$ cat src/rtl/reservation_station.sv
`default_nettype none
// ============================================================================
// Module   : reservation_station
// Purpose  : Issue-side reservation station for ALU and branch instructions.
//            Holds up to RS_SIZE decoded instructions with V/Q operand pairs,
//            snoops the CDB to resolve pending producer tags, and dispatches
//            the lowest-index fully-ready entry to the ALU each cycle.
// Ports    : clk_in / rst_in (async, active-low) / rdy_in (global stall)
//            clear_in            - mispredict flush from ROB
//            has_instr + fields  - instruction presented by issue
//            full                - all entries busy (combinational)
//            cdb_*               - common data bus broadcast
//            alu_*               - registered dispatch to the ALU
// Revision : 1.0 - initial release
// ============================================================================
module reservation_station #(
  parameter int RS_SIZE = 8,
  parameter int Q_WIDTH = 5
) (
  input  logic               clk_in,
  input  logic               rst_in,
  input  logic               rdy_in,
  input  logic               clear_in,
  input  logic               has_instr,
  input  logic [6:0]         opcode,
  input  logic [2:0]         func3,
  input  logic [6:0]         func7,
  input  logic [31:0]        V1,
  input  logic [31:0]        V2,
  input  logic [Q_WIDTH-1:0] Q1,
  input  logic [Q_WIDTH-1:0] Q2,
  input  logic [31:0]        immediate,
  input  logic [31:0]        npc,
  input  logic [Q_WIDTH-1:0] dest,
  output logic               full,
  input  logic               cdb_valid,
  input  logic [Q_WIDTH-1:0] cdb_tag,
  input  logic [31:0]        cdb_value,
  output logic               alu_valid,
  output logic [6:0]         alu_opcode,
  output logic [2:0]         alu_func3,
  output logic [6:0]         alu_func7,
  output logic [31:0]        alu_V1,
  output logic [31:0]        alu_V2,
  output logic [31:0]        alu_imm,
  output logic [31:0]        alu_pc,
  output logic [Q_WIDTH-1:0] alu_dest
);

  localparam int IDX_W = (RS_SIZE > 1) ? $clog2(RS_SIZE) : 1;

  // Entry storage
  logic [RS_SIZE-1:0] r_busy;
  logic [6:0]         r_opcode [RS_SIZE];
  logic [2:0]         r_func3  [RS_SIZE];
  logic [6:0]         r_func7  [RS_SIZE];
  logic [31:0]        r_v1     [RS_SIZE];
  logic [31:0]        r_v2     [RS_SIZE];
  logic [Q_WIDTH-1:0] r_q1     [RS_SIZE];
  logic [Q_WIDTH-1:0] r_q2     [RS_SIZE];
  logic [31:0]        r_imm    [RS_SIZE];
  logic [31:0]        r_pc     [RS_SIZE];
  logic [Q_WIDTH-1:0] r_dest   [RS_SIZE];

  logic [RS_SIZE-1:0] w_ready;
  logic               w_sel_valid;
  logic [IDX_W-1:0]   w_sel_idx;
  logic [IDX_W-1:0]   w_free_idx;
  logic               w_issue;
  logic               w_cdb_hit;
  logic               w_byp1;
  logic               w_byp2;

  // A slot freed by this cycle's dispatch is still counted busy here.
  assign full = &r_busy;

  generate
    for (genvar g = 0; g < RS_SIZE; g++) begin : g_ready
      assign w_ready[g] = r_busy[g] && (r_q1[g] == '0) && (r_q2[g] == '0);
    end
  endgenerate

  // Priority encoders: scan high-to-low so the lowest index wins.
  always_comb begin
    w_sel_valid = 1'b0;
    w_sel_idx   = '0;
    w_free_idx  = '0;
    for (int i = RS_SIZE - 1; i >= 0; i--) begin
      if (w_ready[i]) begin
        w_sel_valid = 1'b1;
        w_sel_idx   = IDX_W'(i);
      end
      if (!r_busy[i]) begin
        w_free_idx = IDX_W'(i);
      end
    end
  end

  assign w_issue   = has_instr && !full;
  // Tag 0 means "no dependency" and must never wake anything.
  assign w_cdb_hit = cdb_valid && (cdb_tag != '0);
  assign w_byp1    = w_cdb_hit && (cdb_tag == Q1);
  assign w_byp2    = w_cdb_hit && (cdb_tag == Q2);

  always_ff @(posedge clk_in or negedge rst_in) begin
    if (!rst_in) begin
      r_busy     <= '0;
      alu_valid  <= 1'b0;
      alu_opcode <= '0;
      alu_func3  <= '0;
      alu_func7  <= '0;
      alu_V1     <= '0;
      alu_V2     <= '0;
      alu_imm    <= '0;
      alu_pc     <= '0;
      alu_dest   <= '0;
      for (int i = 0; i < RS_SIZE; i++) begin
        r_opcode[i] <= '0;
        r_func3[i]  <= '0;
        r_func7[i]  <= '0;
        r_v1[i]     <= '0;
        r_v2[i]     <= '0;
        r_q1[i]     <= '0;
        r_q2[i]     <= '0;
        r_imm[i]    <= '0;
        r_pc[i]     <= '0;
        r_dest[i]   <= '0;
      end
    end else if (rdy_in) begin
      if (clear_in) begin
        r_busy    <= '0;
        alu_valid <= 1'b0;
      end else begin
        // CDB snoop on resident entries
        for (int i = 0; i < RS_SIZE; i++) begin
          if (w_cdb_hit && r_busy[i]) begin
            if (r_q1[i] == cdb_tag) begin
              r_v1[i] <= cdb_value;
              r_q1[i] <= '0;
            end
            if (r_q2[i] == cdb_tag) begin
              r_v2[i] <= cdb_value;
              r_q2[i] <= '0;
            end
          end
        end

        // Dispatch uses operand state from the start of the cycle
        if (w_sel_valid) begin
          alu_valid           <= 1'b1;
          alu_opcode          <= r_opcode[w_sel_idx];
          alu_func3           <= r_func3[w_sel_idx];
          alu_func7           <= r_func7[w_sel_idx];
          alu_V1              <= r_v1[w_sel_idx];
          alu_V2              <= r_v2[w_sel_idx];
          alu_imm             <= r_imm[w_sel_idx];
          alu_pc              <= r_pc[w_sel_idx];
          alu_dest            <= r_dest[w_sel_idx];
          r_busy[w_sel_idx]   <= 1'b0;
        end else begin
          alu_valid <= 1'b0;
        end

        // Issue targets a slot free at cycle start, so it never collides
        // with the dispatched slot or with the snoop above.
        if (w_issue) begin
          r_busy[w_free_idx]   <= 1'b1;
          r_opcode[w_free_idx] <= opcode;
          r_func3[w_free_idx]  <= func3;
          r_func7[w_free_idx]  <= func7;
          r_imm[w_free_idx]    <= immediate;
          r_pc[w_free_idx]     <= npc;
          r_dest[w_free_idx]   <= dest;
          r_v1[w_free_idx]     <= w_byp1 ? cdb_value : V1;
          r_q1[w_free_idx]     <= w_byp1 ? '0 : Q1;
          r_v2[w_free_idx]     <= w_byp2 ? cdb_value : V2;
          r_q2[w_free_idx]     <= w_byp2 ? '0 : Q2;
        end
      end
    end
  end

endmodule
`default_nettype wire

$ cat config.mk
export PLATFORM = sky130hd
export DESIGN_NAME = reservation_station
export DESIGN_NICKNAME = d
export VERILOG_FILES = /design/src/rtl/reservation_station.sv
export SDC_FILE = /design/constraint.sdc
export NUM_CORES = 2
export LEC_CHECK = 0
export BUFFER_PORTS_ARGS = -buffer_cell sky130_fd_sc_hd__clkbuf_2
export CORE_AREA = 2 2 369 371
export DETAILED_ROUTE_END_ITERATION = 16
export DIE_AREA = 0 0 371 373
export GPL_TIMING_DRIVEN = 0
export PLACE_DENSITY = 0.74
export SLEW_MARGIN = 20
export SYNTH_ARGS = -nofsm -noshare
export SYNTH_HDL_FRONTEND = slang
export SYNTH_SLANG_ARGS = --single-unit
$ cat constraint.sdc
create_clock -name clk_in -period 4.9 [get_ports clk_in]
set_input_delay 0.735 -clock clk_in [delete_from_list [all_inputs] [get_ports clk_in]]
set_output_delay 0.735 -clock clk_in [all_outputs]
set_load 0.005 [all_outputs]
==> qor.yml <==
outcome: "complete, but fails checks"
violations: "DRC"
post-place-ws_ns: -0.0653
dieArea_um2: 138000
whs_ns: 0.183
instances_no_fill: 9365
place_area_um2: 71200
clkLatencyLatePin_ns: 0.85
grt-ovfl-total: 0
synthTopCellsByCount: "nand2_1, dfrtp_1, o22ai_1, nor2_1, clkbuf_1"
wl_um: 290000
first_pass_iters: 14
ys_ff_latch: 1439
p_leak_nw: 36.6
powerDensity_nw_per_um2: 387
root_buffer: "clkbuf_16"
crit_path_max_fanout: 10
slew_headroom_pct: 5.82
wire_per_inst_um: 30.9
placedCellCount: 9060
drive_above_1_share_pct: 16.7
num_io_pins: 355
area_delta_synth_final_pct: 14.9
max_slew.worst_pin.slew_ns: 1.41
fin_ws_ns: 0.0155
vias: 62892
period_needed_ns: 4.88
total_power_mw: 29.7
rsz0062_at_grt: "no"
rows: 135
grt_max_degree: 98
synth_area_um2: 66700
portBuffers: 316
avgSynthCellArea_um2: 9.61
ant_nets: 0
drt_iter0_markers: 9953
max_freq_ghz: 0.205
synth_top_cell_by_area: "dfrtp_1"
power_frac_clock_pct: 41.3
fp.dieW_um: 371
yosys_warnings: 0
p_sw_mw: 8.30
worstHoldPathType: "primary input to flip-flop"
synthCells: 6933
path_clk_slew_ns: 0.06
rr_worst_depth: 10
grt_usage_pct: 41.0
r2r_end: "alu_pc[1]"
final.setup.tns_ns: 0
critical_path_arrival_ns: 5.63
synth_nets: 7136
cts_buffer_depth: 3
worst_setup_path_start_kind: "flip-flop"
cts_inserted_buffers: 155
grt_pass1_vias: 60275
synth_most_common_cell: "nand2_1"
critical_path.endpoint_type: "flip-flop"
start_util_pct: 49.5
core_area_um2: 135000
cts.sink_count: 1439
cts_tree: "yes"
reg2reg_from: "r_busy[4]"
ir_worst_vdd_mv: 0.301
yosys.cell_types.count: 58
drc: 2
synth-edff-count: 0
antenna_found_initial: 46
p_seq_share_pct: 47.7
drv_slew: 0
nets: 7640
async_reset_ff_share_pct: 100
worstHoldEndpoint: "r_func3[9]"
power_frac_comb_pct: 11.0
internal_power_mw: 21.4
setup_viol: 0
switching_share_pct: 27.9
crit_required_ns: 5.65
cts_max_level: 4
fin_skew_ns: 0.0300
hold_violations: 0
path_class: "flip-flop to flip-flop"
cap_violations: 0
r2r_slack_ns: 0.02
final_cell_area_um2: 76600
synth_flop_cell: "dfrtp_1"
grt_first_pass_wirelength_um: 412000
via_per_inst: 6.72
holdPathStages: 3
dp_hpwl_um: 200000
die_h_um: 373
synth-seq-area-share_pct: 54.0
synth_top_area_share_pct: 54.0
final_core_util_pct: 56.9
yosys-top-cells-area: "dfrtp_1, nand2_1, mux2_2"
period_share_pct: 99.7
min_from: "func3[0]"
gp_congestion: 1.02
-- critical path, cell delays in order (launching register included) --
cell and delay, ns:
dfrtp_1 0.35, clkbuf_1 0.27, nor4b_1 0.25, nand3_1 0.31, nand2b_1 0.09, clkbuf_1 0.26
o41ai_2 0.97, clkbuf_2 0.88, clkbuf_1 0.87, a211oi_1 0.30, a31oi_1 0.22
-- power groups by stage --
stage               Combinational (mW)  Sequential [mW]  Clock [mW]
detailed placement                3.19             14.3           0
floorplan                         1.82             14.0           0
finish                            3.28             14.2        12.3
global route                      3.61             14.3        12.7
global placement                  3.02             14.3           0
CTS                               3.21             14.1        12.2
-- layout by cell type, fill, tap and decap left out, drive strengths merged, types with 9 or more instances in the layout --
cell | Yosys | final
o21ai | 206 | 206
bufinv | 0 | 9
nand4 | 21 | 21
clkbuf | 476 | 1022
clkinv | 0 | 34
diode | 0 | 24
a222oi | 55 | 55
a221o | 17 | 17
a21o | 21 | 21
a32o | 20 | 20
a2bb2oi | 128 | 128
a21oi | 437 | 437
a221oi | 18 | 18
inv | 14 | 19
nand2 | 1597 | 1597
nor2 | 506 | 506
a22oi | 142 | 142
nand3 | 117 | 117
or2 | 21 | 21
nor4 | 10 | 10
and3 | 61 | 61
a31oi | 136 | 136
buf | 163 | 193
dfrtp | 1439 | 1439
o22ai | 512 | 512
mux2 | 472 | 472
xor2 | 86 | 86
a22o | 92 | 92
nor3 | 36 | 36
a211oi | 81 | 81
-- registers in the layout, summed over array words and instances, names as in the netlist, 24 cells and up --
name,flops
r_v2,256
r_func7,56
r_opcode,56
r_q1,40
alu_imm,32
r_pc,256
alu_V2,32
r_func3,24
alu_pc,32
r_q2,40
r_v1,256
alu_V1,32
r_imm,256
r_dest,40
-- area by class of cell --
cell class,instances,area [um^2]
antenna,24,60.1
multi-input combinational,4841,28100
clock buffer,230,4540
clock inverter,50,704
fill,11597,58000
buffer,638,2640
sequential,1439,36000
tap,1781,2230
timing repair buffer,348,2270
inverter,14,52.6
-- cells by family (layout without fill, tap and decap cells) --
family / count (synthesis) / in the layout / synth area share, %
buffers and inverters: 653 / 1280 / 3.97
flip-flops: 1439 / 1439 / 54.0
XOR/XNOR: 90 / 90 / 1.18
multiplexers: 472 / 472 / 7.97
other: 0 / 24 / 0
AO/OA/AOI/OAI: 1879 / 1879 / 18.4
AND/OR/NAND/NOR: 2400 / 2400 / 14.5
-- timing repair --
action,CTS,global route
endpoints found under the setup margin,0,2
buffers inserted,0,0
hold buffers,1,0
gates resized for setup,0,3
hold endpoints to repair,56,0
-- routing by layer --
metal  track usage [%]  vias to the layer above  share of wire (%)
li1                  -                    25613                  -
met1              50.8                    30878                 35
met2              56.8                     5099                 41
met3              16.4                     1262                 14
met4              31.8                       40                9.2
met5                 0                        -              0.093
-- worst max path at each step --
stage | from | end | depth (start not counted)
floorplan | cdb_tag[3] | r_v2[100] | 9
global route | r_busy[4] | alu_pc[1] | 10
CTS | r_busy[3] | alu_V2[30] | 8
detailed placement | cdb_tag[0] | r_v1[234] | 10
finish | r_busy[4] | alu_pc[1] | 10
global placement | rst_in | r_pc[15] | 1
No activity file was read; power rests on OpenSTA's default activity.
